===== src/rtl/shield_pkg.sv =====
// Shared types and default widths for the shield read/write AXI slave responders.
package shield_pkg;

    typedef enum logic [1:0] {
        IDLE,
        WAIT_LINE,
        SEND
    } shield_rd_state_t;

    localparam logic [1:0] RESP_OKAY = 2'b00;

    localparam int SHIELD_CL_ID_WIDTH         = 6;
    localparam int SHIELD_CL_DATA_WIDTH       = 64;
    localparam int SHIELD_LINE_WIDTH          = 512;
    localparam int SHIELD_OFFSET_WIDTH        = 6;
    localparam int SHIELD_BURSTS_PER_LINE     = 8;
    localparam int SHIELD_BURSTS_PER_LINE_LOG = 3;

endpackage


===== src/rtl/shield_line_serializer.sv =====
// Holds one cache line and presents its beats in order from a start index,
// with a registered data output and a remaining-beat counter.
module shield_line_serializer
    import shield_pkg::*;
#(
    parameter int LINE_WIDTH          = SHIELD_LINE_WIDTH,
    parameter int CL_DATA_WIDTH       = SHIELD_CL_DATA_WIDTH,
    parameter int BURSTS_PER_LINE_LOG = SHIELD_BURSTS_PER_LINE_LOG
) (
    input  logic                           clk,
    input  logic                           rst,
    input  logic                           load_i,
    input  logic [LINE_WIDTH-1:0]          line_i,
    input  logic [BURSTS_PER_LINE_LOG-1:0] start_idx_i,
    input  logic [BURSTS_PER_LINE_LOG:0]   count_i,
    input  logic                           advance_i,
    output logic [CL_DATA_WIDTH-1:0]       rdata_o,
    output logic [BURSTS_PER_LINE_LOG:0]   remaining_o
);

    logic [LINE_WIDTH-1:0]          line_q, line_d;
    logic [BURSTS_PER_LINE_LOG-1:0] idx_q, idx_d;
    logic [BURSTS_PER_LINE_LOG:0]   rem_q, rem_d;
    logic [CL_DATA_WIDTH-1:0]       rdata_q, rdata_d;

    // rdata is re-registered on every index change so the R channel never
    // depends on a live mux from the line register.
    always_comb begin
        line_d  = line_q;
        idx_d   = idx_q;
        rem_d   = rem_q;
        rdata_d = rdata_q;
        if (load_i) begin
            line_d  = line_i;
            idx_d   = start_idx_i;
            rem_d   = count_i;
            rdata_d = line_i[start_idx_i*CL_DATA_WIDTH +: CL_DATA_WIDTH];
        end else if (advance_i) begin
            idx_d   = idx_q + 1'b1;
            rem_d   = rem_q - 1'b1;
            rdata_d = line_q[idx_d*CL_DATA_WIDTH +: CL_DATA_WIDTH];
        end
    end

    always_ff @(posedge clk) begin
        if (rst) begin
            line_q  <= '0;
            idx_q   <= '0;
            rem_q   <= '0;
            rdata_q <= '0;
        end else begin
            line_q  <= line_d;
            idx_q   <= idx_d;
            rem_q   <= rem_d;
            rdata_q <= rdata_d;
        end
    end

    assign rdata_o     = rdata_q;
    assign remaining_o = rem_q;

endmodule


===== src/rtl/shield_read_slv.sv =====
// AXI R-channel responder: takes a per-line request plus one cache line and
// streams the selected beats, with rlast only on the final beat of the burst.
module shield_read_slv
    import shield_pkg::*;
#(
    parameter int CL_ID_WIDTH         = SHIELD_CL_ID_WIDTH,
    parameter int CL_DATA_WIDTH       = SHIELD_CL_DATA_WIDTH,
    parameter int LINE_WIDTH          = SHIELD_LINE_WIDTH,
    parameter int OFFSET_WIDTH        = SHIELD_OFFSET_WIDTH,
    parameter int BURSTS_PER_LINE     = SHIELD_BURSTS_PER_LINE,
    parameter int BURSTS_PER_LINE_LOG = SHIELD_BURSTS_PER_LINE_LOG
) (
    input  logic                     clk,
    input  logic                     rst,
    output logic [CL_ID_WIDTH-1:0]   s_axi_rid,
    output logic [CL_DATA_WIDTH-1:0] s_axi_rdata,
    output logic [1:0]               s_axi_rresp,
    output logic                     s_axi_rlast,
    output logic                     s_axi_rvalid,
    input  logic                     s_axi_rready,
    input  logic [7:0]               burst_count,
    input  logic [OFFSET_WIDTH-1:0]  burst_start_offset,
    input  logic [CL_ID_WIDTH-1:0]   burst_id,
    input  logic                     burst_last,
    input  logic                     req_val,
    output logic                     req_rdy,
    input  logic [LINE_WIDTH-1:0]    cache_line,
    input  logic                     cache_line_val,
    output logic                     cache_line_rdy
);

    localparam int CNT_W = BURSTS_PER_LINE_LOG + 1;

    // Beats to send, clipped at the end of the line (no wrap).
    function automatic logic [CNT_W-1:0] eff_count(input logic [7:0] cnt,
                                                   input logic [BURSTS_PER_LINE_LOG-1:0] idx);
        logic [8:0] room;
        room = 9'(BURSTS_PER_LINE) - {{(9-BURSTS_PER_LINE_LOG){1'b0}}, idx};
        if ({1'b0, cnt} < room) eff_count = CNT_W'(cnt);
        else                    eff_count = CNT_W'(room);
    endfunction

    shield_rd_state_t               state_q;
    logic                           req_rdy_q;
    logic                           line_rdy_q;
    logic                           rvalid_q;
    logic                           rlast_q;
    logic [CL_ID_WIDTH-1:0]         id_q;
    logic                           last_q;
    logic [BURSTS_PER_LINE_LOG-1:0] idx_q;
    logic [CNT_W-1:0]               cnt_q;
    logic [CNT_W-1:0]               remaining;
    logic [BURSTS_PER_LINE_LOG-1:0] req_idx;
    logic                           load;
    logic                           advance;
    logic                           unused_offset_lsbs;

    assign req_idx            = burst_start_offset[OFFSET_WIDTH-1 -: BURSTS_PER_LINE_LOG];
    assign unused_offset_lsbs = ^burst_start_offset[OFFSET_WIDTH-BURSTS_PER_LINE_LOG-1:0];

    assign load    = (state_q == WAIT_LINE) && cache_line_val;
    assign advance = (state_q == SEND) && rvalid_q && s_axi_rready;

    shield_line_serializer #(
        .LINE_WIDTH          (LINE_WIDTH),
        .CL_DATA_WIDTH       (CL_DATA_WIDTH),
        .BURSTS_PER_LINE_LOG (BURSTS_PER_LINE_LOG)
    ) u_ser (
        .clk         (clk),
        .rst         (rst),
        .load_i      (load),
        .line_i      (cache_line),
        .start_idx_i (idx_q),
        .count_i     (cnt_q),
        .advance_i   (advance),
        .rdata_o     (s_axi_rdata),
        .remaining_o (remaining)
    );

    always_ff @(posedge clk) begin
        if (rst) begin
            state_q    <= IDLE;
            req_rdy_q  <= 1'b1;
            line_rdy_q <= 1'b0;
            rvalid_q   <= 1'b0;
            rlast_q    <= 1'b0;
            id_q       <= '0;
            last_q     <= 1'b0;
            idx_q      <= '0;
            cnt_q      <= '0;
        end else begin
            case (state_q)
                IDLE: begin
                    if (req_val) begin
                        id_q       <= burst_id;
                        last_q     <= burst_last;
                        idx_q      <= req_idx;
                        cnt_q      <= eff_count(burst_count, req_idx);
                        req_rdy_q  <= 1'b0;
                        line_rdy_q <= 1'b1;
                        state_q    <= WAIT_LINE;
                    end
                end
                WAIT_LINE: begin
                    if (cache_line_val) begin
                        line_rdy_q <= 1'b0;
                        if (cnt_q == '0) begin
                            req_rdy_q <= 1'b1;
                            state_q   <= IDLE;
                        end else begin
                            rvalid_q <= 1'b1;
                            rlast_q  <= last_q && (cnt_q == CNT_W'(1));
                            state_q  <= SEND;
                        end
                    end
                end
                SEND: begin
                    if (advance) begin
                        if (remaining == CNT_W'(1)) begin
                            rvalid_q  <= 1'b0;
                            rlast_q   <= 1'b0;
                            req_rdy_q <= 1'b1;
                            state_q   <= IDLE;
                        end else begin
                            rlast_q <= last_q && (remaining == CNT_W'(2));
                        end
                    end
                end
                default: state_q <= IDLE;
            endcase
        end
    end

    assign s_axi_rid      = id_q;
    assign s_axi_rresp    = RESP_OKAY;
    assign s_axi_rlast    = rlast_q;
    assign s_axi_rvalid   = rvalid_q;
    assign req_rdy        = req_rdy_q;
    assign cache_line_rdy = line_rdy_q;

endmodule


===== config.mk =====
export PLATFORM = sky130hd
export DESIGN_NAME = shield_read_slv
export DESIGN_NICKNAME = d
export VERILOG_FILES = /design/src/rtl/shield_pkg.sv /design/src/rtl/shield_line_serializer.sv /design/src/rtl/shield_read_slv.sv
export SDC_FILE = /design/constraint.sdc
export NUM_CORES = 2
export LEC_CHECK = 0
export ABC_CLOCK_PERIOD_IN_PS = 4150
export CORE_ASPECT_RATIO = 0.75
export CORE_MARGIN = 2
export CORE_UTILIZATION = 55
export CTS_CLUSTER_SIZE = 30
export DETAILED_ROUTE_END_ITERATION = 8
export DONT_BUFFER_PORTS = 1
export GPL_TIMING_DRIVEN = 0
export PLACE_DENSITY = 0.7
export SKIP_LAST_GASP = 1
export SYNTH_ARGS = -nofsm -noshare
export SYNTH_HDL_FRONTEND = slang
export SYNTH_SLANG_ARGS = --single-unit

===== constraint.sdc =====
create_clock -name clk -period 4.15 [get_ports clk]
set_input_delay 0.83 -clock clk [delete_from_list [all_inputs] [get_ports clk]]
set_output_delay 0.83 -clock clk [all_outputs]
set_load 0.02 [all_outputs]

Word-level counts from Yosys, hierarchy flattened

Cells that the tools add are included.

Register bits after elaboration: 603
Word-level logic and storage cells: 79
Input bits: 538
Memories kept: 0
Output and inout port bits: 76
Memory bits (read-only): 0
Bits in latches: 0
Memory bits (writable): 0

Multipliers: 0
Add/subtract/negate cells: 3
Divide/modulo/power cells: 0
Equality and inequality tests: 11
Mux-type cells: 32
Bitwise gates (word level): 0
Shift operators: 2
$lt $le $gt $ge: 1
Reductions and logical operators: 17

Operators with widths:

| cell                                                                   | count |
|---|---|
| 512-bit by 10-bit indexed part select with 64-bit output               | 2 |
| 64-bit 2-to-1 mux                                                      | 2 |
| 1-bit 2-to-1 mux                                                       | 15 |
| 4-bit 2-to-1 mux                                                       | 3 |
| 2-bit 2-to-1 mux                                                       | 5 |
| 8-bit by 9-bit < comparator with 1-bit output                          | 1 |
| 4-bit by 1-bit equality test with 1-bit output (second input constant) | 2 |
| 2-bit != test (second input constant)                                  | 4 |
| 4-bit AND reduction                                                    | 2 |
| 3-bit 2-to-1 mux                                                       | 2 |
| 1-bit one-hot mux with 2 select lines                                  | 3 |
| 2-bit one-hot mux with 3 select lines                                  | 1 |
| 6-bit AND reduction                                                    | 1 |
| 2-bit nonzero test                                                     | 3 |
| 1-bit logical AND                                                      | 5 |
| 5-bit AND reduction                                                    | 1 |
| 4-bit by 3-bit subtractor with 5-bit output (first input constant)     | 1 |
| 4-bit by 2-bit equality test with 1-bit output (second input constant) | 1 |
| 4-bit logical NOT                                                      | 1 |
| 2-bit by 1-bit != test with 1-bit output (second input constant)       | 2 |
| 4-bit by 1-bit subtractor with 4-bit output (second input constant)    | 1 |
| 3-bit by 1-bit adder with 3-bit output (second input constant)         | 1 |
| 1-bit one-hot mux with 3 select lines                                  | 1 |
| 3-bit AND reduction                                                    | 1 |
| other kinds (5)                                                        | 5 |

Longest topological paths before layout

Word-level depth: 5
Gate-level depth with buffers: 10
Mapped depth without buffers: 8

By module

A second synthesis with hierarchy kept.

Cell total of the unflattened synthesis: 2,653
Area total of the unflattened synthesis: 29,359.4 sq um

By module, submodules not included:

| module                 | area an instance (sq um) | times used | seq. area each (sq um) | cells each |
|---|---|---|---|---|
| shield_line_serializer | 28,260.9                 | 1          | 11,671.2               | 2,518 |
| shield_read_slv        | 1,098.6                  | 1          | 400.4                  | 135 |

Worst setup path before layout

OpenSTA, ideal clock, no wires.

Path type: input to register
From: input port burst_start_offset[5]
To: register cnt_q[2]
Stages: 8
Setup time: 0.086 ns
Setup slack: 1.690 ns
Path buffers: 0
Arrival time: 2.375 ns
Cells stage by stage: nor3_1 inv_1 ha_1 or4_1 nor2_1 o21ai_2 mux2_1 a211oi_1

Cells in the longest elaborated chain, start to end: 3

Ends and longest elaborated chain:

| element                                       | RTL line              | source |
|---|---|---|
| start, declared                               | shield_read_slv.sv:22 | `input logic [OFFSET_WIDTH-1:0] burst_start_offset,` |
| 4-bit by 3-bit subtractor with 5-bit output * | shield_read_slv.sv:38 | `room = 9'(BURSTS_PER_LINE) - {{(9-BURSTS_PER_LINE_LOG){1'b0}}, idx};` |
| 8-bit by 9-bit < comparator with 1-bit output | shield_read_slv.sv:39 | `if ({1'b0, cnt} < room) eff_count = CNT_W'(cnt);` |
| 4-bit 2-to-1 mux *                            | shield_read_slv.sv:39 |  |
| end signal, assigned                          | shield_read_slv.sv:98 | `cnt_q <= eff_count(burst_count, req_idx);` |
| end, declared                                 | shield_read_slv.sv:51 | `logic [CNT_W-1:0] cnt_q;` |

Mark *: on every way between the ends. The rest lies on a longest branch, timed or not.
A chain may end at the register's enable or synchronous reset.

Worst setup path after layout

From: register state_q[1]
To: register u_ser.rdata_q[23], in the netlist u_ser.rdata_o[23]

Cells in the longest elaborated chain, start to end: 4

Ends and longest elaborated chain:

| element                             | RTL line                     | source |
|---|---|---|
| start, declared                     | shield_read_slv.sv:43        | `shield_rd_state_t state_q;` |
| start signal, assigned              | shield_read_slv.sv:82        | `state_q <= IDLE;` |
| start signal, assigned              | shield_read_slv.sv:101       | `state_q <= WAIT_LINE;` |
| start signal, assigned              | shield_read_slv.sv:109       | `state_q <= IDLE;` |
| 2-bit equality test                 | shield_read_slv.sv:62        | `assign advance = (state_q == SEND) && rvalid_q && s_axi_rready;` |
| 1-bit logical AND (2 in series)     | shield_read_slv.sv:62        |  |
| 2-bit nonzero test (no source line) | --                           |  |
| end signal, assigned                | shield_line_serializer.sv:55 | `rdata_q <= rdata_d;` |
| end, declared                       | shield_line_serializer.sv:24 | `logic [CL_DATA_WIDTH-1:0] rdata_q, rdata_d;` |

Several ways; a longest one is shown, not always the timed one.

==> impl_metrics.env <==
export IMPL_setup_tns_ps=0
export IMPL_setup_viol=0
export IMPL_max_cap_violations=0
export IMPL_syn_inst=3185
export IMPL_cts_resized_gates=0
export IMPL_peakVddDrop_uv=439
export IMPL_via_per_inst=6.85
export IMPL_dp_cells=3889
export IMPL_grt_pass1_wl_mm=186
export IMPL_synthTopCellsByArea="dfxtp_1 42%, mux4_2 17%, nand2_1 14%"
export IMPL_finalClockSkew_ps=26.7
export IMPL_critical_path_required_ps=4700
export IMPL_regToRegSetupSlack_ps=490
export IMPL_synth_main_ff_cell="dfxtp_1"
export IMPL_drcViolationCount=0
export IMPL_end_kind="register"
export IMPL_stdcell_area_um2=31600
export IMPL_avgSynthCellArea_um2=8.99
export IMPL_wl_met2_mm=55.1
export IMPL_crit_type="register to register"
export IMPL_area_delta_synth_final_pct=10.4
export IMPL_layout_common_cells="1,080 x nand2_1, 603 x dfxtp_1, 530 x a21oi_1"
export IMPL_cts_tree="done"
export IMPL_layout_drive_gt1_share_pct=14.3
export IMPL_synth_seq_cells=603
export IMPL_layout_nets=3798
export IMPL_cts_root_buf="clkbuf_16"
export IMPL_post_drt_wl_per_cell_um=33.0
export IMPL_synthArstFlopShare_pct=0
export IMPL_finalCritPeriodShare_pct=88.3
export IMPL_ios=614
export IMPL_final_common_cell="nand2_1"
export IMPL_finalHoldViolCount=0
export IMPL_yosysSeqAreaShare_pct=42.1
export IMPL_die_x_um=268
export IMPL_overflow=0
export IMPL_synth_edff_count=0
export IMPL_initial_core_util_pct=55.6
export IMPL_postCtsHoldBufs=0
export IMPL_rows=72
export IMPL_die_area_um2=53900
export IMPL_fin_util_pct=61.4
export IMPL_yosysTopAreaCell="dfxtp_1"
export IMPL_wl_met1_mm=45.8
export IMPL_core_area_um2=51500
export IMPL_final_max_slew_viol_count=0
export IMPL_worstHoldPathType="input port to register"
export IMPL_syn_cell_area_um2=28600
export IMPL_status="complete, no violations"
export IMPL_antenna_left=0
export IMPL_dr_total_vias=27413
export IMPL_drt_wl_total_mm=132
export IMPL_io_buffers=0
export IMPL_drt_iter0_markers=4096
export IMPL_rsz0062_at_grt="no"
export IMPL_wl_met3_mm=22.4
export IMPL_track_usage_pct=47.8
export IMPL_clock_latency_ps=650
export IMPL_clockBufferDepth=3
export IMPL_worst_slew_pin_slew_ps=1460
export IMPL_synthDistinctLibCells=51
export IMPL_stdcell_count=4004
export IMPL_grt_start_max_net_pins=15
export IMPL_yosys_warnings=0
export IMPL_cts_buffers=59
export IMPL_timing_fmax_mhz=273
export IMPL_post_cts_buffers=0
export IMPL_grt_pass1_vias=26968
export IMPL_p_leak_uw=0.0103
export IMPL_place_area_um2=29500
export IMPL_cts_sinks=603
export IMPL_cts_max_level=2
export IMPL_finalCriticalPeriod_ps=3660
export IMPL_cp_max_fo=10
export IMPL_yosysTopAreaCellShare_pct=42.1
export IMPL_hpwl_mm=98.2
export IMPL_power_density_nw_per_um2=652
export IMPL_gp_congestion=1.01
export IMPL_crit_arrival_ps=4210
export IMPL_slew_headroom_pct=2.56
export IMPL_die_height_um=202
export IMPL_top_layer_used="met5"
export IMPL_antenna_found_initial=8
export IMPL_clk_pin_slew_ps=70
export IMPL_crit_path_start_kind="register"
export IMPL_drt_pass1_iterations=9
## final timing paths
kind,startpoint,to,cells past startpoint
setup / recovery,state_q[1],u_ser.rdata_o[23],8
hold / removal,cache_line[135],u_ser.line_q[135],2
setup reg to reg,state_q[1],u_ser.rdata_o[23],8
hold reg to reg,u_ser.line_q[34],u_ser.line_q[34],2
## stage by stage
| stage | total power, uW | hold slack (ps) | worst slack [ps] |
|---|---|---|---|
| detailed placement | 14500 | 444 | 842 |
| CTS | 20200 | 307 | 841 |
| floorplan | 12000 | 433 | 1690 |
| global placement | 14300 | 438 | 892 |
| global route | 21200 | 319 | 493 |
| finish | 20600 | 312 | 487 |
## cell families after synthesis
kind of cell / Yosys count / synth area share, %
buffers and inverters: 296 / 4.76
and+or+nand+nor: 1221 / 16.5
xor gates and xnor gates: 7 / 0.214
DFF: 603 / 42.1
adders and majority gates: 13 / 0.568
AOI/OAI and AO/OA: 719 / 14.8
other: 1 / 0.0131
muxes: 325 / 21.1
## cell type report
cell class	instances	area (um^2)
sequential	603	12100
clock buffer	83	1750
multi-input combinational	2287	15200
fill	4503	19900
inverter	9	33.8
tap	703	880
clock inverter	24	332
buffer	287	1330
antenna	8	20.0
## routing by layer
| layer | vias up | global-route usage, % |
|---|---|---|
| li1 | 11313 | - |
| met1 | 13198 | 58.4 |
| met2 | 2364 | 69.3 |
| met3 | 530 | 23.0 |
| met4 | 8 | 25.8 |
| met5 | - | 0.721 |
## synth_stat cells (2+ instances only)
master	instances
a211o_1	2
a211oi_1	46
a211oi_2	2
a21oi_1	530
a22o_1	36
a22oi_1	27
a311oi_1	26
and2_1	3
buf_1	10
buf_12	3
buf_2	91
buf_4	18
buf_6	3
clkbuf_1	162
dfxtp_1	603
ha_1	13
inv_1	9
mux2_2	25
mux2i_1	79
mux4_2	220
nand2_1	1080
nand2b_1	2
nand3_1	2
nor2_1	82
nor2_2	2
nor2b_1	2
nor3_1	39
o21ai_0	4
o221ai_1	36
o31ai_1	2
xnor2_1	3
xor2_1	4
## critical path, cell delays in order, from the launching register on
cell	delay, ps
dfxtp_1	340
inv_1	130
ha_1	320
nand2_1	250
nor2_2	1020
clkbuf_1	890
a22o_1	370
a211oi_1	70
nor3_1	200
## registers in the layout (all words and copies together) (netlist names)
name	cells
u_ser.rdata_o	64
u_ser.remaining_o	4
req_rdy	1
last_q	1
u_ser.line_q	512
u_ser.idx_q	3
idx_q	3
s_axi_rlast	1
cnt_q	4
cache_line_rdy	1
s_axi_rvalid	1
s_axi_rid	6
state_q	2
## power breakdown
part           switching [uW]  leakage, uW  total, uW  internal, uW
Clock                    2490      0.00103       5910          3410
Combinational            4650      0.00440       7100          2450
Sequential                871      0.00490       7610          6740
Total                    8020       0.0103      20600         12600
Power figures use the tool's default switching activity.
